## src/rtl/mc_control_fsm_if.sv

```systemverilog
// mc_control_fsm_if
//   Control bundle between the multicycle control FSM and the datapath/DBU.
//   master modport: the control FSM (drives controls, state, instr_cnt;
//                   samples run, op, zero).
//   slave modport : the datapath/DBU side (the mirror image).
//   Signals:
//     run        DBU run enable (0 freezes the FSM)
//     op         opcode, IR[31:26]
//     zero       ALU zero flag
//     pc_we      PC write enable
//     pc_src     next-PC select: 00 ALU, 01 ALUOut, 10 jump target
//     iord       memory address select: 0 PC, 1 ALUOut
//     mem_we     memory write enable
//     ir_we      instruction register write enable
//     reg_dst    write register select: 0 rt, 1 rd
//     mem_to_reg write data select: 0 ALUOut, 1 MDR
//     reg_we     register file write enable
//     alu_src_a  ALU A select: 0 PC, 1 register A
//     alu_src_b  ALU B select: 00 B, 01 4, 10 imm, 11 imm<<2
//     alu_op     ALU op class: 00 add, 01 sub, 10 funct
//     state      current FSM state
//     instr_cnt  retired-instruction count
interface mc_control_fsm_if;
    logic        run;
    logic [5:0]  op;
    logic        zero;
    logic        pc_we;
    logic [1:0]  pc_src;
    logic        iord;
    logic        mem_we;
    logic        ir_we;
    logic        reg_dst;
    logic        mem_to_reg;
    logic        reg_we;
    logic        alu_src_a;
    logic [1:0]  alu_src_b;
    logic [1:0]  alu_op;
    logic [3:0]  state;
    logic [31:0] instr_cnt;

    modport master (
        input  run, op, zero,
        output pc_we, pc_src, iord, mem_we, ir_we, reg_dst, mem_to_reg,
               reg_we, alu_src_a, alu_src_b, alu_op, state, instr_cnt
    );

    modport slave (
        output run, op, zero,
        input  pc_we, pc_src, iord, mem_we, ir_we, reg_dst, mem_to_reg,
               reg_we, alu_src_a, alu_src_b, alu_op, state, instr_cnt
    );
endinterface

```

## src/rtl/mc_control_fsm.sv

```systemverilog
// mc_control_fsm
//   Multicycle control unit for the MIPS-subset CPU. Moore FSM, one state
//   per cycle; the only Mealy term is pc_we = zero in the BEQ state.
//   Ports:
//     clk  rising-edge clock
//     rst  asynchronous, active-high reset (state=IF, instr_cnt=0)
//     bus  mc_control_fsm_if.master: run/op/zero in, datapath controls,
//          state and instr_cnt out
//   Write enables (pc_we, mem_we, ir_we, reg_we) are suppressed while rst
//   is high or run is low; select outputs always decode the current state.
module mc_control_fsm #(
    parameter logic [5:0] OP_R    = 6'b000000,
    parameter logic [5:0] OP_LW   = 6'b100011,
    parameter logic [5:0] OP_SW   = 6'b101011,
    parameter logic [5:0] OP_BEQ  = 6'b000100,
    parameter logic [5:0] OP_J    = 6'b000010,
    parameter logic [5:0] OP_ADDI = 6'b001000
) (
    input  logic                 clk,
    input  logic                 rst,
    mc_control_fsm_if.master     bus
);

    typedef enum logic [3:0] {
        S_IF  = 4'd0,
        S_ID  = 4'd1,
        S_MA  = 4'd2,
        S_MR  = 4'd3,
        S_MWB = 4'd4,
        S_MW  = 4'd5,
        S_EXR = 4'd6,
        S_RWB = 4'd7,
        S_BEQ = 4'd8,
        S_J   = 4'd9,
        S_EXI = 4'd10,
        S_IWB = 4'd11
    } state_t;

    state_t      state_q, state_d;
    logic [31:0] cnt_q;
    logic        pc_we_raw, mem_we_raw, ir_we_raw, reg_we_raw;
    logic        we_ok;

    always_ff @(posedge clk or posedge rst) begin
        if (rst) begin
            state_q <= S_IF;
            cnt_q   <= '0;
        end else if (bus.run) begin
            state_q <= state_d;
            // Retire on every return to IF, including the illegal-op ID->IF path.
            if (state_d == S_IF && state_q != S_IF)
                cnt_q <= cnt_q + 32'd1;
        end
    end

    always_comb begin
        state_d        = S_IF;
        pc_we_raw      = 1'b0;
        mem_we_raw     = 1'b0;
        ir_we_raw      = 1'b0;
        reg_we_raw     = 1'b0;
        bus.pc_src     = 2'b00;
        bus.iord       = 1'b0;
        bus.reg_dst    = 1'b0;
        bus.mem_to_reg = 1'b0;
        bus.alu_src_a  = 1'b0;
        bus.alu_src_b  = 2'b00;
        bus.alu_op     = 2'b00;
        case (state_q)
            S_IF: begin
                ir_we_raw     = 1'b1;
                pc_we_raw     = 1'b1;
                bus.alu_src_b = 2'b01;
                state_d       = S_ID;
            end
            S_ID: begin
                bus.alu_src_b = 2'b11;
                if (bus.op == OP_LW || bus.op == OP_SW) state_d = S_MA;
                else if (bus.op == OP_R)                state_d = S_EXR;
                else if (bus.op == OP_BEQ)              state_d = S_BEQ;
                else if (bus.op == OP_J)                state_d = S_J;
                else if (bus.op == OP_ADDI)             state_d = S_EXI;
                else                                    state_d = S_IF;
            end
            S_MA: begin
                bus.alu_src_a = 1'b1;
                bus.alu_src_b = 2'b10;
                state_d       = (bus.op == OP_LW) ? S_MR : S_MW;
            end
            S_MR: begin
                bus.iord = 1'b1;
                state_d  = S_MWB;
            end
            S_MWB: begin
                reg_we_raw     = 1'b1;
                bus.mem_to_reg = 1'b1;
            end
            S_MW: begin
                bus.iord   = 1'b1;
                mem_we_raw = 1'b1;
            end
            S_EXR: begin
                bus.alu_src_a = 1'b1;
                bus.alu_op    = 2'b10;
                state_d       = S_RWB;
            end
            S_RWB: begin
                reg_we_raw  = 1'b1;
                bus.reg_dst = 1'b1;
            end
            S_BEQ: begin
                bus.alu_src_a = 1'b1;
                bus.alu_op    = 2'b01;
                bus.pc_src    = 2'b01;
                pc_we_raw     = bus.zero;
            end
            S_J: begin
                bus.pc_src = 2'b10;
                pc_we_raw  = 1'b1;
            end
            S_EXI: begin
                bus.alu_src_a = 1'b1;
                bus.alu_src_b = 2'b10;
                state_d       = S_IWB;
            end
            S_IWB: begin
                reg_we_raw = 1'b1;
            end
            default: state_d = S_IF;
        endcase
    end

    assign we_ok         = bus.run & ~rst;
    assign bus.pc_we     = pc_we_raw  & we_ok;
    assign bus.mem_we    = mem_we_raw & we_ok;
    assign bus.ir_we     = ir_we_raw  & we_ok;
    assign bus.reg_we    = reg_we_raw & we_ok;
    assign bus.state     = state_q;
    assign bus.instr_cnt = cnt_q;

endmodule

```

## src/flat_wrapper.sv

```systemverilog
// flat-port wrapper written by rule: the top's interface ports become plain ports
module mc_control_fsm_flat 
#(
    parameter logic [5:0] OP_R    = 6'b000000,
    parameter logic [5:0] OP_LW   = 6'b100011,
    parameter logic [5:0] OP_SW   = 6'b101011,
    parameter logic [5:0] OP_BEQ  = 6'b000100,
    parameter logic [5:0] OP_J    = 6'b000010,
    parameter logic [5:0] OP_ADDI = 6'b001000
)
  (clk, rst, bus_run, bus_op, bus_zero, bus_pc_we, bus_pc_src, bus_iord, bus_mem_we, bus_ir_we, bus_reg_dst, bus_mem_to_reg, bus_reg_we, bus_alu_src_a, bus_alu_src_b, bus_alu_op, bus_state, bus_instr_cnt);
  mc_control_fsm_if bus_i ();
  input  logic clk;
  input  logic rst;
  input wire logic [$bits(bus_i.run)-1:0] bus_run;
  input wire logic [$bits(bus_i.op)-1:0] bus_op;
  input wire logic [$bits(bus_i.zero)-1:0] bus_zero;
  output wire logic [$bits(bus_i.pc_we)-1:0] bus_pc_we;
  output wire logic [$bits(bus_i.pc_src)-1:0] bus_pc_src;
  output wire logic [$bits(bus_i.iord)-1:0] bus_iord;
  output wire logic [$bits(bus_i.mem_we)-1:0] bus_mem_we;
  output wire logic [$bits(bus_i.ir_we)-1:0] bus_ir_we;
  output wire logic [$bits(bus_i.reg_dst)-1:0] bus_reg_dst;
  output wire logic [$bits(bus_i.mem_to_reg)-1:0] bus_mem_to_reg;
  output wire logic [$bits(bus_i.reg_we)-1:0] bus_reg_we;
  output wire logic [$bits(bus_i.alu_src_a)-1:0] bus_alu_src_a;
  output wire logic [$bits(bus_i.alu_src_b)-1:0] bus_alu_src_b;
  output wire logic [$bits(bus_i.alu_op)-1:0] bus_alu_op;
  output wire logic [$bits(bus_i.state)-1:0] bus_state;
  output wire logic [$bits(bus_i.instr_cnt)-1:0] bus_instr_cnt;
  assign bus_i.run = bus_run;
  assign bus_i.op = bus_op;
  assign bus_i.zero = bus_zero;
  assign bus_pc_we = bus_i.pc_we;
  assign bus_pc_src = bus_i.pc_src;
  assign bus_iord = bus_i.iord;
  assign bus_mem_we = bus_i.mem_we;
  assign bus_ir_we = bus_i.ir_we;
  assign bus_reg_dst = bus_i.reg_dst;
  assign bus_mem_to_reg = bus_i.mem_to_reg;
  assign bus_reg_we = bus_i.reg_we;
  assign bus_alu_src_a = bus_i.alu_src_a;
  assign bus_alu_src_b = bus_i.alu_src_b;
  assign bus_alu_op = bus_i.alu_op;
  assign bus_state = bus_i.state;
  assign bus_instr_cnt = bus_i.instr_cnt;
  mc_control_fsm #(.OP_R(OP_R), .OP_LW(OP_LW), .OP_SW(OP_SW), .OP_BEQ(OP_BEQ), .OP_J(OP_J), .OP_ADDI(OP_ADDI)) u_core (.clk(clk), .rst(rst), .bus(bus_i));
endmodule
```

## config.mk

```make
export PLATFORM = sky130hd
export DESIGN_NAME = mc_control_fsm_flat
export DESIGN_NICKNAME = d
export VERILOG_FILES = /design/src/rtl/mc_control_fsm_if.sv /design/src/rtl/mc_control_fsm.sv /design/src/flat_wrapper.sv
export SDC_FILE = /design/constraint.sdc
export NUM_CORES = 1
export LEC_CHECK = 0
export CORE_MARGIN = 2
export CORE_UTILIZATION = 50
export DETAILED_ROUTE_END_ITERATION = 10
export DONT_BUFFER_PORTS = 1
export PLACE_DENSITY = 0.68
export RECOVER_POWER = 25
export SETUP_SLACK_MARGIN = 0.5
export SYNTH_ARGS = -nofsm -noshare
export SYNTH_HDL_FRONTEND = slang
export SYNTH_SLANG_ARGS = --single-unit
```

## constraint.sdc

```tcl
create_clock -name clk -period 2.24 [get_ports clk]
set_clock_uncertainty 0.05 [all_clocks]
set_input_delay 0.448 -clock clk [delete_from_list [all_inputs] [get_ports clk]]
set_output_delay 0.448 -clock clk [all_outputs]
set_load 0.005 [all_outputs]
```

# Word level (Yosys, flattened, before mapping)
# Cells that the tools add are included.
[op_classes] reduce_logical=12 n_eq_ne=16 muxes=18 bitwise_logic=6 n_addsub=1
[ops] cell="32-bit by 1-bit adder with 32-bit output, second input constant" count=1
[ops] cell="4-bit case mux with 6 select lines" count=1
[ops] cell="4-bit two-way mux" count=5
[ops] cell="4-bit by 3-bit equality test with 1-bit output, second input constant" count=4
[ops] cell="4-bit equality test, second input constant" count=4
[ops] cell="6-bit equality test, second input constant" count=2
[ops] cell="4-bit by 2-bit equality test with 1-bit output, second input constant" count=2
[ops] cell="4-bit logical NOT" count=2
[ops] cell="2-bit case mux with 2 select lines" count=2
[ops] cell="1-bit two-way mux" count=7
[ops] cell="6-bit by 2-bit equality test with 1-bit output, second input constant" count=1
[ops] cell="6-bit by 3-bit equality test with 1-bit output, second input constant" count=1
[ops] cell="6-bit by 4-bit equality test with 1-bit output, second input constant" count=1
[ops] cell="6-bit logical NOT" count=1
[ops] cell="2-bit case mux with 3 select lines" count=1
[ops] cell="2-bit OR reduction" count=3
[ops] cell="1-bit bitwise AND" count=5
[ops] cell="4-bit by 1-bit equality test with 1-bit output, second input constant" count=1
[ops] cell="4-bit nonzero test" count=1
[ops] cell="4-bit OR reduction" count=1
[ops] cell="3-bit two-way mux" count=1
[ops] cell="3-bit OR reduction" count=1
[ops] cell="1-bit case mux with 2 select lines" count=1
[ops] cell="2-bit AND reduction" count=1
[ops] cell="3 further kinds" count=3
[word_totals] output_inout_bits=50 register_bits=36 inputBits=10

# Longest topological paths before layout
# Gate-level depths: netlist of run 1.
[depth] word_depth=10 ltp_mapped=9 ltp_nobuf=6

# Worst setup path before layout of run 1
# OpenSTA, ideal clock, no wires.
[synth_path] path_type="flip-flop to flip-flop" from="register u_core.state_q[2] (netlist: u_core.bus.state[2])" to="register u_core.cnt_q[1] (netlist: u_core.bus.instr_cnt[1])" arrival_time_ps=2083 stages_incl_launch_ff=8 slack_ps=-20 path_cell_list="dfrtp_1 or2_4 or3_4 o311a_4 and4_4 buf_6 nand2_1 mux2_1"
[synth_via] elab_chain_len=5
[synth_lines] item="from (decl)" line_no="mc_control_fsm.sv:39" rtl="state_t state_q, state_d;"
[synth_lines] item="from (signal assigned)" line_no="mc_control_fsm.sv:49" rtl="state_q <= state_d;"
[synth_lines] item="4-bit equality test, or another cell as far along" line_no="mc_control_fsm.sv:69" rtl="case (state_q)"
[synth_lines] item="4-bit case mux with 6 select lines" line_no="mc_control_fsm.sv:69"
[synth_lines] item="4-bit logical NOT" line_no="mc_control_fsm.sv:51" rtl="if (state_d == S_IF && state_q != S_IF)"
[synth_lines] item="1-bit logical AND (*)" line_no="mc_control_fsm.sv:51"
[synth_lines] item="2-bit AND reduction (no line) (*)"
[synth_lines] item="to (signal assigned)" line_no="mc_control_fsm.sv:52" rtl="cnt_q <= cnt_q + 32'd1;"
[synth_lines] item="to (decl)" line_no="mc_control_fsm.sv:40" rtl="logic [31:0] cnt_q;"
# Mark *: on every way between the ends. The rest lies on a longest branch, timed or not.
# A chain may end at the register's enable or synchronous reset.

# Worst setup path after layout of run 1
[layout_path] from="register u_core.state_q[0] (netlist: u_core.bus.state[0])" to="output port bus_pc_we"
[layout_via] elab_chain_len=4
[layout_lines] item="4-bit equality test or 4-bit logical NOT (tied branches)" line_no="mc_control_fsm.sv:69"
[layout_lines] item="2-bit OR reduction (no line)"
[layout_lines] item="1-bit case mux with 2 select lines (*)" line_no="mc_control_fsm.sv:69"
[layout_lines] item="1-bit bitwise AND (*)" line_no="mc_control_fsm.sv:134" rtl="assign bus.pc_we = pc_we_raw & we_ok;"
[layout_lines] item="to (decl)" line_no="flat_wrapper.sv:18" rtl="output wire logic [$bits(bus_i.pc_we)-1:0] bus_pc_we;"
# Marks and branches as above.

==> results of run 1 <==
==> state kept, by name, summed over array words and instances, names as in the netlist <==
register and count:
u_core.bus.instr_cnt 32, u_core.bus.state 4
==> synthesized netlist by cell type (2+ instances only) <==
cell and n:
dfrtp_1 36, nor3_1 10, nor4_1 3, or3_1 2, nand3_1 12, nand2_1 16, nand2b_1 6, nand3_2 7
a21oi_1 6, or2_2 2, o21ai_0 2, and4_1 5, xnor2_1 27, buf_6 3, nor2_1 16, nand4_1 13
and3_1 6, inv_1 3, clkbuf_1 6, nor3b_1 2, and2_1 5, xor2_1 7, o32a_1 2
==> power breakdown <==
part           leakage, nW  switching, mW  total [mW]  internal [mW]
Combinational        0.575          0.357       0.691          0.334
Clock               0.0455          0.225       0.475          0.251
Sequential           0.477         0.0895       0.800          0.710
==> routing by layer <==
layer	wire [um]	up-vias
met5	0	-
met3	355	6
li1	-	802
met2	2890	60
met1	2240	867
met4	50	0
==> area by class of cell <==
type / count / area (um^2)
Sequential cell: 36 / 905
Multi-Input combinational cell: 166 / 1360
Timing Repair Buffer: 23 / 262
Clock buffer: 8 / 90.1
Tap cell: 50 / 62.6
Fill cell: 316 / 1340
Inverter: 3 / 12.5
==> logic make-up after synthesis <==
logic type                 count (synthesis)
AOI/OAI and AO/OA                         17
xor gates and xnor gates                  34
adders and majority gates                  1
buffers and inverters                     13
DFF                                       36
muxes                                      1
and+or+nand+nor                          113
==> repair_timing <==
item,in CTS,in global routing
buffers inserted,9,3
cloned,2,0
resized for setup,20,33
pin swaps,11,11
setup endpoints to repair,43,47
hold endpoints to repair,0,0
==> worst min-delay path by stage <==
stage / startpoint / end / slack (ns) / depth (start not counted)
final: bus_run / u_core.bus.state[0]$_DFFE_PP0P_ / 0.18 / 1
after CTS: rst / u_core.bus.instr_cnt[27]$_DFFE_PP0P_ / 0.13 / 2
after detailed placement: u_core.bus.instr_cnt[31]$_DFFE_PP0P_ / u_core.bus.instr_cnt[31]$_DFFE_PP0P_ / 0.44 / 1
after floorplan: rst / u_core.bus.instr_cnt[0]$_DFFE_PP0P_ / 0.36 / 1
after global placement: rst / u_core.bus.instr_cnt[10]$_DFFE_PP0P_ / 0.44 / 2
after global routing: bus_run / u_core.bus.state[1]$_DFFE_PP0P_ / 0.17 / 1
==> critical path: cells and delay by family, from the launching register on <==
kind	cells	cell delay, ns
buffers and inverters	1	0.20
and+or+nand+nor	3	0.67
DFF	1	0.46
==> results by group, run 1 <==
Outcome
  – Outcome: finished clean

Floorplanning
  – Die area: approximately 4700 um^2
  – Die width: 68.8 um
  – Initial Util: 52.0%
  – FP Rows: 23
  – Ports: 60
  – Core area: roughly 4000 um^2
  – Die Y: 68.8 um

Timing
  – Final period utilization: 94.7%
  – Fmax: ~0.47 GHz
  – Final Max Slew Viols: 0
  – Worst-Margin Slew: 0.896 ns
  – Final WS setup: around 0.12 ns
  – Fin Hold WS: about 0.18 ns
  – Final setup vio count: 0
  – Rel. slew slack: between 40 and 50%
  – RSZ-0062 raised after global routing: yes
  – Crit path time final: 2.12 ns
  – Sum Neg Setup Slack: 0 ns
  – Final Hold Viols: 0

Setup path
  – CP endpoint: bus_pc_we
  – Crit-path cells: buf_4, nor2b_2, or3_1, nor3_2
  – Crit path from: u_core.bus.state[0]$_DFFE_PP0P_
  – CP endpoint kind: output pin
  – Delay of the slowest critical-path stage: ~0.46 ns
  – Max FO, Critical Path: 8
  – Reg2reg end: u_core.bus.instr_cnt[1]$_DFFE_PP0P_
  – Slowest CP cell: dfrtp_2
  – Setup slack, reg-to-reg: ~0.12 ns
  – Required @ worst endpoint: 1.74 ns
  – Crit start category: flip-flop
  – Setup CP Type: reg -> out
  – Worst r2r src: u_core.bus.state[2]$_DFFE_PP0P_
  – R2R depth: 6
  – CP Data Arrival Time: 1.62 ns

Drt
  – WL final: about 5500 um
  – DRC viols: 0
  – Routed vias: approximately 1.7k
  – First-pass DRT Iterations: 4
  – Vias per cell: 6.07
  – Per-cell routed wire length: just under 20 um
  – Violation count after the first detailed-route iteration: 48
  – Detail Route Antenna Nets: 0

Placement
  – GPL Wtd Cong: between 0.7 and 0.8
  – Cells after DPL: between 200 and 300
  – Pre-CTS worst setup slack: slightly above 0.05 ns
  – PortBufs: 0
  – DP Area: approximately 2200 um^2
  – Detailed placement HPWL: between 3000 and 4000 um

Synthesis
  – Combinational family with the most area after synthesis: simple AND/OR/NAND/NOR gates
  – Syn avg cell area: about 10 um^2
  – Synthesized net count: 226
  – Leading cell types by total area after synthesis: dfrtp_1 (43%), xnor2_1 (11%), nand4_1 (3.9%)
  – FFs w/ async S/R, synth: between 90% and 100%
  – EDFF count, synth: 0
  – Synth Area in Simple Gates: about a third
  – Synth Area in XOR/XNOR: between 10% and 20%
  – Synth area leader: dfrtp_1
  – Post-synthesis sequential area ratio: 43.0%
  – Multiplexer share of the synthesized area: less than 1%
  – Share of the synthesized area in the top cell type: 43.0%
  – Yosys reg bits: 36
  – Ys flop type: dfrtp_1
  – Ys Warns: 0
  – Synthesized cell area: ~2100 um^2
  – Post-synthesis compound-gate area fraction: roughly 6.1%
  – Yosys cell types: slightly above 40
  – Post-Syn Instances: 215
  – Post-Synth Adder-Cell Area: less than 1%

CTS
  – Clock Latency Late Sink: just under 0.3 ns
  – H-tree Lvls: 2
  – CTS buffer count: 5
  – Clock Pin Slew Worst Setup and Hold Paths: around 0.070 ns
  – Clock buffer depth: 2
  – Total clock sinks: 36
  – Hold buffer count at cts: 0
  – CTS Root Cell: clkbuf_8
  – CTS tree: yes

Global routing
  – Global-route wire length before repair: 8200 um
  – Routing usage on met2: between 40% and 50%
  – Gr ovfl total: 0
  – Vias in the first global route: ~1.8k
  – Initial antenna violation count: 0
  – M1 GR Usage: approximately 28%
  – Met3 Track Usage GR: 7.31%
  – Grt peak-use layer: met2
  – Total GRT Usage: 23.8%
  – Largest net degree at the start of global routing: 37

Cells and area
  – Finished Layout Cells: 286
  – Commonest non-fill, non-tap cell in the layout: dfrtp_1
  – Fin util: between 60% and 70%
  – Area delta synth->final: 28.5%
  – Commonest cells after routing, fill and taps aside: dfrtp_1 (33), xnor2_1 (24), nand4_1 (13), nor2_1 (13), nand3_2 (13)
  – # nets final: roughly 250
  – Share of post-route cells with drive strength above 1: a little over a third
  – Antenna Cells: 0
  – Post-route cell area: 2690 um^2

Hold path
  – Hold Path Class: in -> reg

Pwr
  – P_leak: about 1.1 nW
  – Peak VDD IR: approximately 0.55 mV
  – Design Power: slightly below 2 mW
  – Pwr per Cell Area: around 730 nW/um^2

Flow run
  – Max-Cap Viols: 0
Note: power is estimated with default switching activity, not from simulation.
==> run 2, diff against run 1 <==
Settings changed: CORE_MARGIN 2 to 3, CORE_UTILIZATION 50 to 57, PLACE_DENSITY 0.68 to 0.75.
==> results by group, run 2 (synthesis gave the netlist of run 1 again) <==
Drt
  – Detail Route Antenna Nets: 0 (unchanged)
  – Per-cell routed wire length: 21.0 um (was 19.4 um)
  – Vias per cell: 6.56 (was 6.07)
  – Routed vias: 1849 (was 1735)
  – DRC viols: 0 (unchanged)
  – First-pass DRT Iterations: 4 (unchanged)
  – Violation count after the first detailed-route iteration: 238 (was 48)
  – WL final: 5910 um (was 5540 um)

Setup path
  – Crit start category: flip-flop (unchanged)
  – Reg2reg end: u_core.bus.instr_cnt[10]$_DFFE_PP0P_ (was u_core.bus.instr_cnt[1]$_DFFE_PP0P_)
  – Max FO, Critical Path: 7 (was 8)
  – Top Family by Delay on Critical Path: simple AND/OR/NAND/NOR gates (unchanged)
  – CP Data Arrival Time: 2.39 ns (was 1.62 ns)
  – CP endpoint kind: flip-flop (was output pin)
  – Required @ worst endpoint: 2.39 ns (was 1.74 ns)
  – Setup slack, reg-to-reg: 0.005 ns (was 0.12 ns)
  – Slowest CP cell: or3_4 (was dfrtp_2)
  – R2R depth: 7 (was 6)
  – Worst r2r src: u_core.bus.state[3]$_DFFE_PP0P_ (was u_core.bus.state[2]$_DFFE_PP0P_)
  – Setup CP Type: reg -> reg (was reg -> out)
  – Buf/Inv on CP: 1 (unchanged)
  – Delay of the slowest critical-path stage: 0.41 ns (was 0.46 ns)
  – Crit-path cells: or2_4, or3_4, o32a_1, and4_4, buf_12, nand4_1, xnor2_2 (was buf_4, nor2b_2, or3_1, nor3_2)

Global routing
  – Total GRT Usage: 27.1% (was 23.8%)
  – Global-route wire length before repair: 9230 um (was 8200 um)
  – Initial antenna violation count: 0 (unchanged)
  – Vias in the first global route: 1857 (was 1773)
  – Gr ovfl total: 0 (unchanged)
  – Largest net degree at the start of global routing: 37 (unchanged)

Timing
  – Final setup vio count: 0 (unchanged)
  – Sum Neg Setup Slack: 0 ns (unchanged)
  – Final Hold Viols: 0 (unchanged)
  – Fmax: 0.447 GHz (was 0.471 GHz)
  – Crit path time final: 2.24 ns (was 2.12 ns)
  – Final period utilization: 99.8% (was 94.7%)
  – RSZ-0062 raised after global routing: yes (unchanged)
  – Final Max Slew Viols: 0 (unchanged)
  – Worst-Margin Slew: 0.913 ns (was 0.896 ns)
  – Rel. slew slack: 39.1% (was 40.2%)

CTS
  – Clock Latency Late Sink: 0.29 ns (about the same)
  – CTS buffer count: 5 (unchanged)
  – Total clock sinks: 36 (unchanged)
  – CTS Root Cell: clkbuf_8 (unchanged)
  – H-tree Lvls: 2 (unchanged)
  – Hold buffer count at cts: 0 (unchanged)
  – CTS tree: yes (unchanged)
  – Clock Pin Slew Worst Setup and Hold Paths: 0.07 ns (about the same)
  – Clock buffer depth: 2 (unchanged)

Pwr
  – Peak VDD IR: 0.483 mV (was 0.549 mV)
  – Pwr per Cell Area: 732 nW/um^2 (was 730 nW/um^2)
  – P_leak: 1.15 nW (was 1.10 nW)
  – Design Power: 2.02 mW (was 1.97 mW)

Floorplanning
  – Initial Util: 60.9% (was 52.0%)
  – Die Y: 66.7 um (was 68.8 um)
  – FP Rows: 21 (was 23)
  – Core area: 3440 um^2 (was 4030 um^2)
  – Ports: 60 (unchanged)
  – Die area: 4440 um^2 (was 4730 um^2)
  – Die width: 66.7 um (was 68.8 um)

Outcome
  – Outcome: finished clean (unchanged)

Hold path
  – Hold Path Class: in -> reg (unchanged)
  – Hold Path End: u_core.bus.state[3]$_DFFE_PP0P_ (was u_core.bus.state[0]$_DFFE_PP0P_)
  – Hold path startpoint: bus_run (unchanged)
  – Hold path depth: 1 (unchanged)

Cells and area
  – # nets final: 246 (unchanged)
  – Max FFs per register: 32 (unchanged)
  – Commonest cells after routing, fill and taps aside: dfrtp_1 (34), xnor2_1 (19), nand4_1 (13), nor2_1 (13) (was dfrtp_1 (33), xnor2_1 (24), nand4_1 (13), nor2_1 (13), nand3_2 (13))
  – FILL cells: 188 (was 316)
  – Area delta synth->final: 31.4% (was 28.5%)
  – Antenna Cells: 0 (unchanged)
  – Commonest non-fill, non-tap cell in the layout: dfrtp_1 (unchanged)
  – Share of post-route cells with drive strength above 1: 39.4% (was 34.7%)

Placement
  – GPL Wtd Cong: 0.788 (was 0.765)
  – PortBufs: 0 (unchanged)
  – Detailed placement HPWL: 3680 um (was 3450 um)

Flow run
  – Max-Cap Viols: 0 (unchanged)
[run 2: how the worst max path moves through the flow]
stage	startpoint	endpoint	slack, ns	cells after the start
after floorplan	u_core.bus.state[3]$_DFFE_PP0P_	u_core.bus.instr_cnt[1]$_DFFE_PP0P_	0.06	7
after global placement	u_core.bus.state[3]$_DFFE_PP0P_	u_core.bus.instr_cnt[18]$_DFFE_PP0P_	0.14	7
after detailed placement	u_core.bus.state[3]$_DFFE_PP0P_	u_core.bus.instr_cnt[10]$_DFFE_PP0P_	0.006	7
after CTS	u_core.bus.state[3]$_DFFE_PP0P_	u_core.bus.instr_cnt[10]$_DFFE_PP0P_	0.07	7
after global routing	u_core.bus.state[3]$_DFFE_PP0P_	u_core.bus.instr_cnt[10]$_DFFE_PP0P_	-0.03	8
final	u_core.bus.state[3]$_DFFE_PP0P_	u_core.bus.instr_cnt[10]$_DFFE_PP0P_	0.005	7
[run 2: routing by layer]
metal	global-route usage [%]	up-vias	share of wire, %	wire (um)
li1	-	807	-	-
met1	32.7	924	38	2240
met2	44.2	98	50	2960
met3	11.1	20	9.2	544
met4	7.87	0	2.8	165
met5	0	-	0	0
[run 2: repair_timing]
action	CTS	global route
buffers inserted	9	1
gates resized for setup	36	35
setup endpoints to repair	43	49
pin swaps	15	15
cloned	1	0
[run 2: worst register-to-register path, stage by stage (launching register included)]
cell and delay, ns:
dfrtp_1 0.40, or2_4 0.26, or3_4 0.41, o32a_1 0.35
and4_4 0.24, buf_12 0.15, nand4_1 0.15, xnor2_2 0.14
[run 2: final cells by class]
| cell class | count | area (um^2) | area share [%] |
|---|---|---|---|
| clock buffer | 8 | 90.1 | 3.27 |
| inverter | 3 | 12.5 | 0.454 |
| multi-input combinational | 166 | 1440 | 52.4 |
| sequential | 36 | 903 | 32.8 |
| tap | 46 | 57.6 | 2.09 |
| timing repair buffer | 23 | 249 | 9.04 |
[run 2: power by group]
| group | total, mW | leakage [nW] | switching [mW] | internal [mW] |
|---|---|---|---|---|
| Combinational | 0.752 | 0.628 | 0.391 | 0.361 |
| Sequential | 0.791 | 0.479 | 0.0807 | 0.711 |
| Clock | 0.473 | 0.0455 | 0.223 | 0.251 |
[run 2: stage by stage]
step / worst slack [ns] / cell area, um^2 / hold slack, ns / utilization, % / instances
finish: 0.00463 / 2760 / 0.178 / 80.0 / 282
global route: -0.0317 / 2760 / 0.168 / 80.0 / 282
CTS: 0.0714 / 2590 / 0.145 / 75.2 / 281
global placement: 0.135 / 2230 / 0.433 / 64.7 / 263
floorplan: 0.0576 / 2140 / 0.359 / - / 215
detailed placement: 0.00568 / 2230 / 0.446 / 64.7 / 263
